==> src/rtl/apb_slave_regfile.sv <==
// APB completer with a small bank of byte-strobed registers, a fixed number of
// wait states and an error response for illegal accesses.
module apb_slave_regfile #(
   parameter int                    ADDR_WIDTH  = 32,
   parameter int                    DATA_WIDTH  = 32,
   parameter int                    REG_NUM     = 16,
   parameter int                    WAIT_CYCLES = 2,
   parameter logic [ADDR_WIDTH-1:0] BASE_ADDR   = '0,
   parameter logic [DATA_WIDTH-1:0] ID_VALUE    = 32'hA5B0_0001,
   parameter bit                    PRIV_WRITE  = 1'b1
) (
   input  logic                    clk,
   input  logic                    rst,
   input  logic [ADDR_WIDTH-1:0]   paddr,
   input  logic                    psel,
   input  logic                    penable,
   input  logic                    pwrite,
   input  logic [DATA_WIDTH-1:0]   pwdata,
   input  logic [DATA_WIDTH/8-1:0] pstrb,
   input  logic [2:0]              pprot,
   output logic [DATA_WIDTH-1:0]   prdata,
   output logic                    pready,
   output logic                    pslverr
);

   localparam int                    BYTES      = DATA_WIDTH / 8;
   localparam int                    LSB        = $clog2(BYTES);
   localparam int                    IDX_W      = $clog2(REG_NUM);
   localparam logic [ADDR_WIDTH-1:0] ALIGN_MASK = ADDR_WIDTH'(BYTES - 1);
   localparam logic [ADDR_WIDTH-1:0] REG_LIMIT  = ADDR_WIDTH'(REG_NUM);
   localparam logic [3:0]            WAIT_LOAD  = 4'(WAIT_CYCLES);
   localparam bit                    NO_WAIT    = (WAIT_CYCLES == 0);

   typedef enum logic {
      S_IDLE,
      S_ACCESS
   } state_t;

   state_t                r_state;
   state_t                w_state_nxt;

   logic [DATA_WIDTH-1:0] r_regs [REG_NUM];

   logic [IDX_W-1:0]      r_idx;
   logic                  r_write;
   logic [DATA_WIDTH-1:0] r_wdata;
   logic [BYTES-1:0]      r_strb;
   logic                  r_err;

   logic [3:0]            r_cnt;
   logic                  r_pready;
   logic                  r_pslverr;
   logic [DATA_WIDTH-1:0] r_prdata;

   logic [ADDR_WIDTH-1:0] w_off;
   logic [ADDR_WIDTH-1:0] w_word;
   logic [IDX_W-1:0]      w_idx;
   logic                  w_range_err;
   logic                  w_wr_err;
   logic                  w_err;
   logic                  w_setup;
   logic                  w_abort;
   logic                  w_done;
   logic                  w_tick;
   logic                  w_commit;
   logic                  w_unused_prot;

   // Register 0 is the fixed ID; the array slot behind it is never written.
   function automatic logic [DATA_WIDTH-1:0] f_read(input logic [IDX_W-1:0] idx);
      if (idx == '0) begin
         return ID_VALUE;
      end
      return r_regs[idx];
   endfunction

   function automatic logic [DATA_WIDTH-1:0] f_merge(
      input logic [DATA_WIDTH-1:0] old_val,
      input logic [DATA_WIDTH-1:0] new_val,
      input logic [BYTES-1:0]      strb
   );
      logic [DATA_WIDTH-1:0] res;
      res = old_val;
      for (int i = 0; i < BYTES; i++) begin
         if (strb[i]) begin
            res[8*i +: 8] = new_val[8*i +: 8];
         end
      end
      return res;
   endfunction

   assign w_off         = paddr - BASE_ADDR;
   assign w_word        = w_off >> LSB;
   assign w_idx         = w_word[IDX_W-1:0];
   assign w_range_err   = (paddr < BASE_ADDR) || (w_word >= REG_LIMIT) ||
                          (|(paddr & ALIGN_MASK));
   assign w_wr_err      = pwrite && ((w_idx == '0) || (PRIV_WRITE && !pprot[0]));
   assign w_err         = w_range_err || w_wr_err;
   assign w_unused_prot = &{1'b0, pprot[2:1]};

   always_ff @(posedge clk or posedge rst) begin
      if (rst) begin
         r_state <= S_IDLE;
      end else begin
         r_state <= w_state_nxt;
      end
   end

   // Abort takes priority over completion and wait-state counting.
   always_comb begin
      w_state_nxt = r_state;
      w_setup     = 1'b0;
      w_abort     = 1'b0;
      w_done      = 1'b0;
      w_tick      = 1'b0;
      case (r_state)
         S_IDLE: begin
            if (psel && !penable) begin
               w_setup     = 1'b1;
               w_state_nxt = S_ACCESS;
            end
         end
         S_ACCESS: begin
            if (!psel) begin
               w_abort     = 1'b1;
               w_state_nxt = S_IDLE;
            end else if (penable && r_pready) begin
               w_done      = 1'b1;
               w_state_nxt = S_IDLE;
            end else if (r_cnt != 4'd0) begin
               w_tick      = 1'b1;
            end
         end
         default: begin
            w_state_nxt = S_IDLE;
         end
      endcase
   end

   assign w_commit = w_done && r_write && !r_err;

   always_ff @(posedge clk) begin
      if (w_setup) begin
         r_idx   <= w_idx;
         r_write <= pwrite;
         r_wdata <= pwdata;
         r_strb  <= pstrb;
         r_err   <= w_err;
      end
   end

   // prdata is loaded at setup and refreshed when pready rises, so a read
   // returns the register contents as they stand at completion.
   always_ff @(posedge clk or posedge rst) begin
      if (rst) begin
         r_cnt     <= 4'd0;
         r_pready  <= 1'b0;
         r_pslverr <= 1'b0;
         r_prdata  <= '0;
      end else if (w_setup) begin
         r_cnt     <= WAIT_LOAD;
         r_pready  <= NO_WAIT;
         r_pslverr <= NO_WAIT ? w_err : 1'b0;
         r_prdata  <= (!pwrite && !w_err) ? f_read(w_idx) : '0;
      end else if (w_abort || w_done) begin
         r_cnt     <= 4'd0;
         r_pready  <= 1'b0;
         r_pslverr <= 1'b0;
         r_prdata  <= '0;
      end else if (w_tick) begin
         r_cnt <= r_cnt - 4'd1;
         if (r_cnt == 4'd1) begin
            r_pready  <= 1'b1;
            r_pslverr <= r_err;
            r_prdata  <= (!r_write && !r_err) ? f_read(r_idx) : '0;
         end
      end
   end

   always_ff @(posedge clk or posedge rst) begin
      if (rst) begin
         for (int i = 0; i < REG_NUM; i++) begin
            r_regs[i] <= '0;
         end
      end else if (w_commit) begin
         r_regs[r_idx] <= f_merge(r_regs[r_idx], r_wdata, r_strb);
      end
   end

   assign prdata  = r_prdata;
   assign pready  = r_pready;
   assign pslverr = r_pslverr;

endmodule

==> config.mk <==
export PLATFORM = sky130hd
export DESIGN_NAME = apb_slave_regfile
export DESIGN_NICKNAME = d
export VERILOG_FILES = /design/src/rtl/apb_slave_regfile.sv
export SDC_FILE = /design/constraint.sdc
export NUM_CORES = 1
export LEC_CHECK = 0
export ABC_AREA = 1
export CORE_ASPECT_RATIO = 1.75
export CORE_UTILIZATION = 30
export CTS_CLUSTER_DIAMETER = 200
export DETAILED_ROUTE_END_ITERATION = 7
export DONT_BUFFER_PORTS = 1
export PLACE_DENSITY_LB_ADDON = 0.12
export SLEW_MARGIN = 5
export SYNTH_ARGS = -nofsm -noshare
export SYNTH_HDL_FRONTEND = slang
export SYNTH_SLANG_ARGS = --single-unit
==> constraint.sdc <==
create_clock -name clk -period 24.6 [get_ports clk]
set_input_delay 3.69 -clock clk [delete_from_list [all_inputs] [get_ports clk]]
set_output_delay 3.69 -clock clk [all_outputs]
set_load 0.01 [all_outputs]
==> flow_metrics.env, run 1 <==
export IMPL_r2r_cells=12
export IMPL_maxCapViolations=0
export IMPL_setup_violations=0
export IMPL_worst_slack_ps=18510
export IMPL_multiInputGateArea_um2=15600
export IMPL_worstHoldStart="r_regs[117]"
export IMPL_num_rows=159
export IMPL_clk_pin_slew_ps=60
export IMPL_synth_nets=4842
export IMPL_r2r_start="r_idx[1]"
export IMPL_finalWirelength_um=130000
export IMPL_cts_tree="built"
export IMPL_ios=110
export IMPL_insertion_delay_ps=660
export IMPL_synthCells=4763
export IMPL_startpoint_type="primary input"
export IMPL_p_total_mw=2.32
export IMPL_netlist_area_um2=32500
export IMPL_cts_setup_buffers=0
export IMPL_final_common_cell="nand2_1"
export IMPL_hold_path_end="r_regs[117]"
export IMPL_crit_type="primary input to register"
export IMPL_netlist_cell_type_count=28
export IMPL_seq_power_share_pct=44.4
export IMPL_io_buffer_count=0
export IMPL_fin_tns_setup_ps=0
export IMPL_p_int_mw=1.69
export IMPL_fin_skew_ps=27.8
export IMPL_antenna_found_initial=1
export IMPL_swShare_pct=27.0
export IMPL_num_vias=30300
export IMPL_post_synth_top_area_cell="dfrtp_1"
export IMPL_nFillCells=11700
export IMPL_p_switching_mw=0.625
export IMPL_ff_latch_area_um2=15000
export IMPL_tightestPinTransition_ps=1240
export IMPL_p_per_area_nw_per_um2=64.9
export IMPL_async_reset_ff_share_pct=92.9
export IMPL_peakVddDrop_mv=0.0524
export IMPL_htreeDepth=3
export IMPL_p_clk_share_pct=47.4
export IMPL_cts_root_buf="clkbuf_16"
export IMPL_cts_sinks=593
export IMPL_p_comb_share_pct=8.2
export IMPL_area_growth_pct=9.75
export IMPL_grt_pass1_vias=29300
export IMPL_yosysSeqAreaShare_pct=46.3
export IMPL_ys_flop_type="dfrtp_1"
export IMPL_rsz0062_at_grt="false"
export IMPL_drc_errors=0
export IMPL_initial_core_util_pct=30.3
export IMPL_cp_required_ps=25090
export IMPL_clockBufferDepth=3
export IMPL_syn_area_per_cell_um2=6.83
export IMPL_antenna_left=0
export IMPL_grt_max_degree=333
export IMPL_r2r_slack_ps=20530
export IMPL_arrival_ps=6580
export IMPL_min_period_ps=6090
export IMPL_core_area_um2=107000
export IMPL_layout_nets=4627
export IMPL_preCtsSetupSlack_ps=17860
export IMPL_grt_overflow=0
export IMPL_p_leak_nw=16.6
export IMPL_min_path_cells=2
export IMPL_grt_pass1_wl_um=195000
export IMPL_fp_dieW_um=251
export IMPL_route_detailed_wl_per_inst_um=21.8
export IMPL_max_slew_margin_pct=17.4
export IMPL_drt_iter0_drc=2622
export IMPL_layout_common_cells="nand2_1 (2,344), dfrtp_1 (551), o21ai_0 (408)"
export IMPL_die_height_um=438
export IMPL_period_share_pct=24.8
export IMPL_startpoint="penable"
export IMPL_dr_pass1_iters=6
export IMPL_dp_hpwl_um=68700
export IMPL_max_freq_mhz=164
export IMPL_cts_buffers=70
export IMPL_synth_edf_count=42
export IMPL_drive_gt1_share_pct=5.11
export IMPL_synthTopCellsByArea="dfrtp_1 (42%), nand2_1 (27%), o21ai_0 (6.3%)"
export IMPL_critical_path_peak_fanout=33
export IMPL_gp_congestion=0.781
export IMPL_grt_use_total_pct=23.9
export IMPL_vias_per_cell=5.09
export IMPL_finalHoldViolCount=0
export IMPL_dieArea_um2=110000
export IMPL_r2r_end="r_regs[150]"
export IMPL_hp_class="register to register"
export IMPL_ctsResizeCount=0
export IMPL_synth_warnings=0
export IMPL_synth_top_area_share_pct=42.4
export IMPL_endpoint_kind="register"
export IMPL_yosys_register_bits=593
export IMPL_finalMaxSlewViolations=0
export IMPL_run_status="finished, final reports clean"
export IMPL_holdBufCountCts=0
==> logic make-up after synthesis <==
group / after synthesis / share of synthesized area (%)
buffers and inverters: 492 / 6.56
AOI/OAI and AO/OA: 763 / 12.1
DFF: 593 / 46.3
adders and majority gates: 3 / 0.115
and+or+nand+nor: 2912 / 34.9
==> metal layers <==
layer,global-route usage (%),wire length (um)
met5,0,0
met4,11.0,6110
met3,2.44,5790
met1,29.9,55100
met2,41.2,63200
==> metrics by stage <==
stage	hold slack (ps)	cell area (um^2)	util, %	cells
after floorplan	453	32500	-	4763
after global placement	468	33400	31.0	5844
after detailed placement	473	33400	31.0	5844
after CTS	487	35700	33.2	5965
after global routing	506	35700	33.2	5965
final	483	35700	33.2	5966
==> worst max-delay path: stages <==
cell     delay [ps]
nand2_1          90
nand3_1         120
a31oi_1         330
nand4_1         300
nand2_4         560
buf_4           550
nand2_1         100
nor2_1          730
nor2_1           70
==> cell type report <==
cell class,count,share of cell area (%)
well taps,1368,4.80
multi-input cells,3678,43.7
flip-flops and latches,593,42.2
diodes,1,0.00701
repair buffers,44,1.07
clock inverters,25,0.982
inverters,161,1.76
clock buffers,96,5.55
==> Yosys cell counts, types with 5 or more instances <==
cell type,n
a21oi_1,49
buf_1,28
buf_2,93
buf_4,24
buf_6,9
clkbuf_1,176
dfrtp_1,551
edfxtp_1,42
inv_1,155
inv_2,5
nand2_1,2346
nand2_2,13
nand3_1,234
nor2_1,284
o211ai_1,29
o21ai_0,408
o21ai_1,260
o21ai_2,15
or2_2,26
==> sequential cells by signal, summed over array words and instances, names as in the netlist <==
register	cells
pready	1
r_wdata	32
r_state	1
r_write	1
pslverr	1
r_idx	4
r_regs	512
r_cnt	4
r_strb	4
r_err	1
prdata	32
==> power by group through the flow <==
| stage | clock network (mW) | registers, mW | logic, mW |
|---|---|---|---|
| final | 1.10 | 1.03 | 0.190 |
| after global routing | 1.16 | 1.03 | 0.211 |
| after CTS | 1.13 | 1.03 | 0.193 |
| after detailed placement | 0 | 1.05 | 0.193 |
| after global placement | 0 | 1.05 | 0.193 |
| after floorplan | 0 | 1.04 | 0.129 |
==> worst max path at each step <==
stage | to | slack (ps) | depth (start not counted)
3_5_place_dp | prdata[14] | 17860 | 9
5_1_grt | prdata[25] | 18380 | 9
6_report | prdata[25] | 18510 | 9
2_1_floorplan | prdata[0] | 5500 | 1
4_1_cts | prdata[14] | 18560 | 9
3_3_place_gp | prdata[14] | 17840 | 9
(Power assumes the default switching activity.)
==> run 2: changes to the inputs <==
--- a/config.mk
+++ b/config.mk
@@ -5,7 +5,7 @@
 export SDC_FILE = /design/constraint.sdc
 export NUM_CORES = 1
 export LEC_CHECK = 0
-export ABC_AREA = 1
+export ABC_AREA = 0
 export CORE_ASPECT_RATIO = 1.75
 export CORE_UTILIZATION = 30
 export CTS_CLUSTER_DIAMETER = 200
==> constraint.sdc (replaced) <==
create_clock -name clk -period 6.3 [get_ports clk]
set_input_delay 0.945 -clock clk [delete_from_list [all_inputs] [get_ports clk]]
set_output_delay 0.945 -clock clk [all_outputs]
set_load 0.01 [all_outputs]
==> run 2 against run 1 <==
Sequential cell count did not move. Highest routed layer unchanged. Via count fell by 32%. Combinational power rose to 2.5 times the previous value.
==> flow_metrics.env, run 2 <==
export IMPL_io_buffer_count=0
export IMPL_netlist_cell_type_count=58
export IMPL_finalMaxSlewViolations=0
export IMPL_cts_tree="built"
export IMPL_layout_common_cells="dfrtp_1 (551), nor2_1 (527), a21oi_1 (411)"
export IMPL_synth_nets=2643
export IMPL_tightestPinTransition_ps=1180
export IMPL_cts_sinks=593
export IMPL_cts_root_buf="clkbuf_16"
export IMPL_synth_warnings=0
export IMPL_p_total_mw=8.37
export IMPL_post_synth_top_count_cell="dfrtp_1"
export IMPL_area_growth_pct=10.5
export IMPL_num_vias=20700
export IMPL_critical_path_buf_inv_count=1
export IMPL_fin_util_pct=33.5
export IMPL_timing_hold_ws_ps=182
export IMPL_endpoint_kind="register"
export IMPL_holdBufCountCts=0
export IMPL_peakVddDrop_mv=0.189
export IMPL_initial_core_util_pct=30.3
export IMPL_gr_usage_met2_pct=35.9
export IMPL_dp_hpwl_um=58100
export IMPL_globalRoute_busiestLayer="met2"
export IMPL_maxCapViolations=0
export IMPL_fp_dieW_um=243
export IMPL_clockBufferDepth=3
export IMPL_p_leak_nw=14.0
export IMPL_r2r_start="r_idx[3]"
export IMPL_grt_pass1_wl_um=153000
export IMPL_crit_path_end="r_regs[110]"
export IMPL_path_cells="nand4_1 -> nor2_4 -> buf_4 -> nor2_1 -> a21oi_1"
export IMPL_final_common_cell="dfrtp_1"
export IMPL_largest_register_ff_count=512
export IMPL_grt_overflow=0
export IMPL_antenna_left=0
export IMPL_dieArea_um2=103000
export IMPL_clk_pin_slew_ps=60
export IMPL_arrival_ps=4130
export IMPL_r2r_slack_ps=2720
export IMPL_fin_skew_ps=24.0
export IMPL_ys_flop_type="dfrtp_1"
export IMPL_synth_top_area_share_pct=45.2
export IMPL_dr_pass1_iters=6
export IMPL_critical_path_cell_count=5
export IMPL_grt_use_total_pct=20.5
export IMPL_cp_top_family="simple AND/OR/NAND/NOR gates"
export IMPL_slowest_stage="edfxtp_1"
export IMPL_num_rows=154
export IMPL_yosys_register_bits=593
export IMPL_syn_area_per_cell_um2=11.9
export IMPL_rsz0062_at_grt="false"
export IMPL_grt_pass1_vias=21900
export IMPL_synthTopCellsByArea="dfrtp_1 (45%), mux4_2 (18%), a21oi_1 (6.8%)"
export IMPL_netlist_area_um2=30500
export IMPL_grtUsageMet1_pct=25.0
export IMPL_r2r_end="r_regs[110]"
export IMPL_yosysSeqAreaShare_pct=49.3
export IMPL_max_slew_margin_pct=21.5
export IMPL_run_status="finished, final reports clean"
export IMPL_fin_tns_setup_ps=0
export IMPL_setup_violations=0
export IMPL_drc_errors=0
export IMPL_route_detailed_wl_per_inst_um=27.3
export IMPL_finalWirelength_um=104000
export IMPL_crit_type="register to register"
export IMPL_layout_nets=2530
export IMPL_insertion_delay_ps=650
export IMPL_finalHoldViolCount=0
export IMPL_synthTopCellsByCount="dfrtp_1 (551), nor2_1 (530), a21oi_1 (412)"
export IMPL_htreeDepth=3
export IMPL_startpoint="r_idx[3]"
export IMPL_hp_class="primary input to async pin"
export IMPL_die_height_um=424
export IMPL_min_period_ps=3580
export IMPL_cts_setup_buffers=0
export IMPL_synthCells=2564
export IMPL_top_register="r_regs"
export IMPL_post_synth_top_area_cell="dfrtp_1"
export IMPL_async_reset_ff_share_pct=92.9
export IMPL_cp_required_ps=6860
export IMPL_vias_per_cell=5.42
export IMPL_critical_path_peak_fanout=37
export IMPL_antenna_found_initial=1
export IMPL_period_share_pct=56.8
export IMPL_nFillCells=9941
export IMPL_core_area_um2=101000
export IMPL_p_per_area_nw_per_um2=248
export IMPL_max_stage_delay_ps=1030
export IMPL_gp_congestion=0.744
export IMPL_drive_gt1_share_pct=23.3
export IMPL_gr_usage_met3_pct=3.35
export IMPL_ios=110
export IMPL_max_freq_mhz=280
export IMPL_ctsResizeCount=0
export IMPL_r2r_cells=5
export IMPL_drt_iter0_drc=1647
export IMPL_grt_max_degree=156
export IMPL_cts_buffers=67
export IMPL_synth_edf_count=42
export IMPL_startpoint_type="register"
==> run 2: cells by family after synthesis <==
| group | share of synthesized area (%) |
|---|---|
| simple gates | 8.90 |
| xor+xnor | 0.0861 |
| compound gates | 14.9 |
| flops | 49.3 |
| fa+ha+maj | 0.123 |
| buf+inv | 4.44 |
| mux | 22.2 |
==> run 2: through the flow <==
step | worst slack, ps | area (um^2) | std cells
after floorplan | -2140 | 30500 | 2564
after global routing | 2470 | 33700 | 3824
after global placement | 2750 | 31500 | 3708
after detailed placement | 2730 | 31500 | 3708
after CTS | 2710 | 33700 | 3823
final | 2720 | 33700 | 3824
==> run 2: report_power, final <==
group	leakage, nW	switching (mW)	total, mW	internal, mW
clock	1.07	1.66	3.96	2.30
sequential	8.08	0.0373	3.92	3.88
combinational	4.87	0.328	0.483	0.156
total	14.0	2.03	8.37	6.34
==> run 2: worst min-delay path by stage <==
stage / depth (start not counted) / start / end / slack (ps)
after floorplan: 2 / r_regs[501] / r_regs[501] / 480
final: 1 / rst / r_regs[392] / 180
after detailed placement: 2 / r_regs[504] / r_regs[504] / 520
after global placement: 2 / r_regs[394] / r_regs[394] / 510
after global routing: 1 / rst / r_regs[392] / 190
after CTS: 1 / rst / r_regs[392] / 160
==> run 2: routing by layer <==
layer	part of all wire, %	routed length [um]
met4	3.3	3460
met2	52	53900
met1	40	41600
met5	0	0
met3	5.0	5250
==> run 2: final cells by class <==
type / instances / area (um^2) / share of cell area, %
Timing Repair Buffer: 51 / 520 / 1.54
Multi-Input combinational cell: 1713 / 14200 / 42.2
Clock buffer: 102 / 2070 / 6.13
Sequential cell: 593 / 15000 / 44.6
Antenna cell: 1 / 2.50 / 0.00742
Clock inverter: 13 / 106 / 0.315
Inverter: 25 / 97.6 / 0.289
Tap cell: 1326 / 1660 / 4.92
==> run 2: worst register-to-register path, delay by kind of cell (launching register included) <==
family	cells	cell delay (ps)
and+or+nand+nor	3	1690
AOI/OAI and AO/OA	1	140
DFF	1	1030
buffers and inverters	1	620
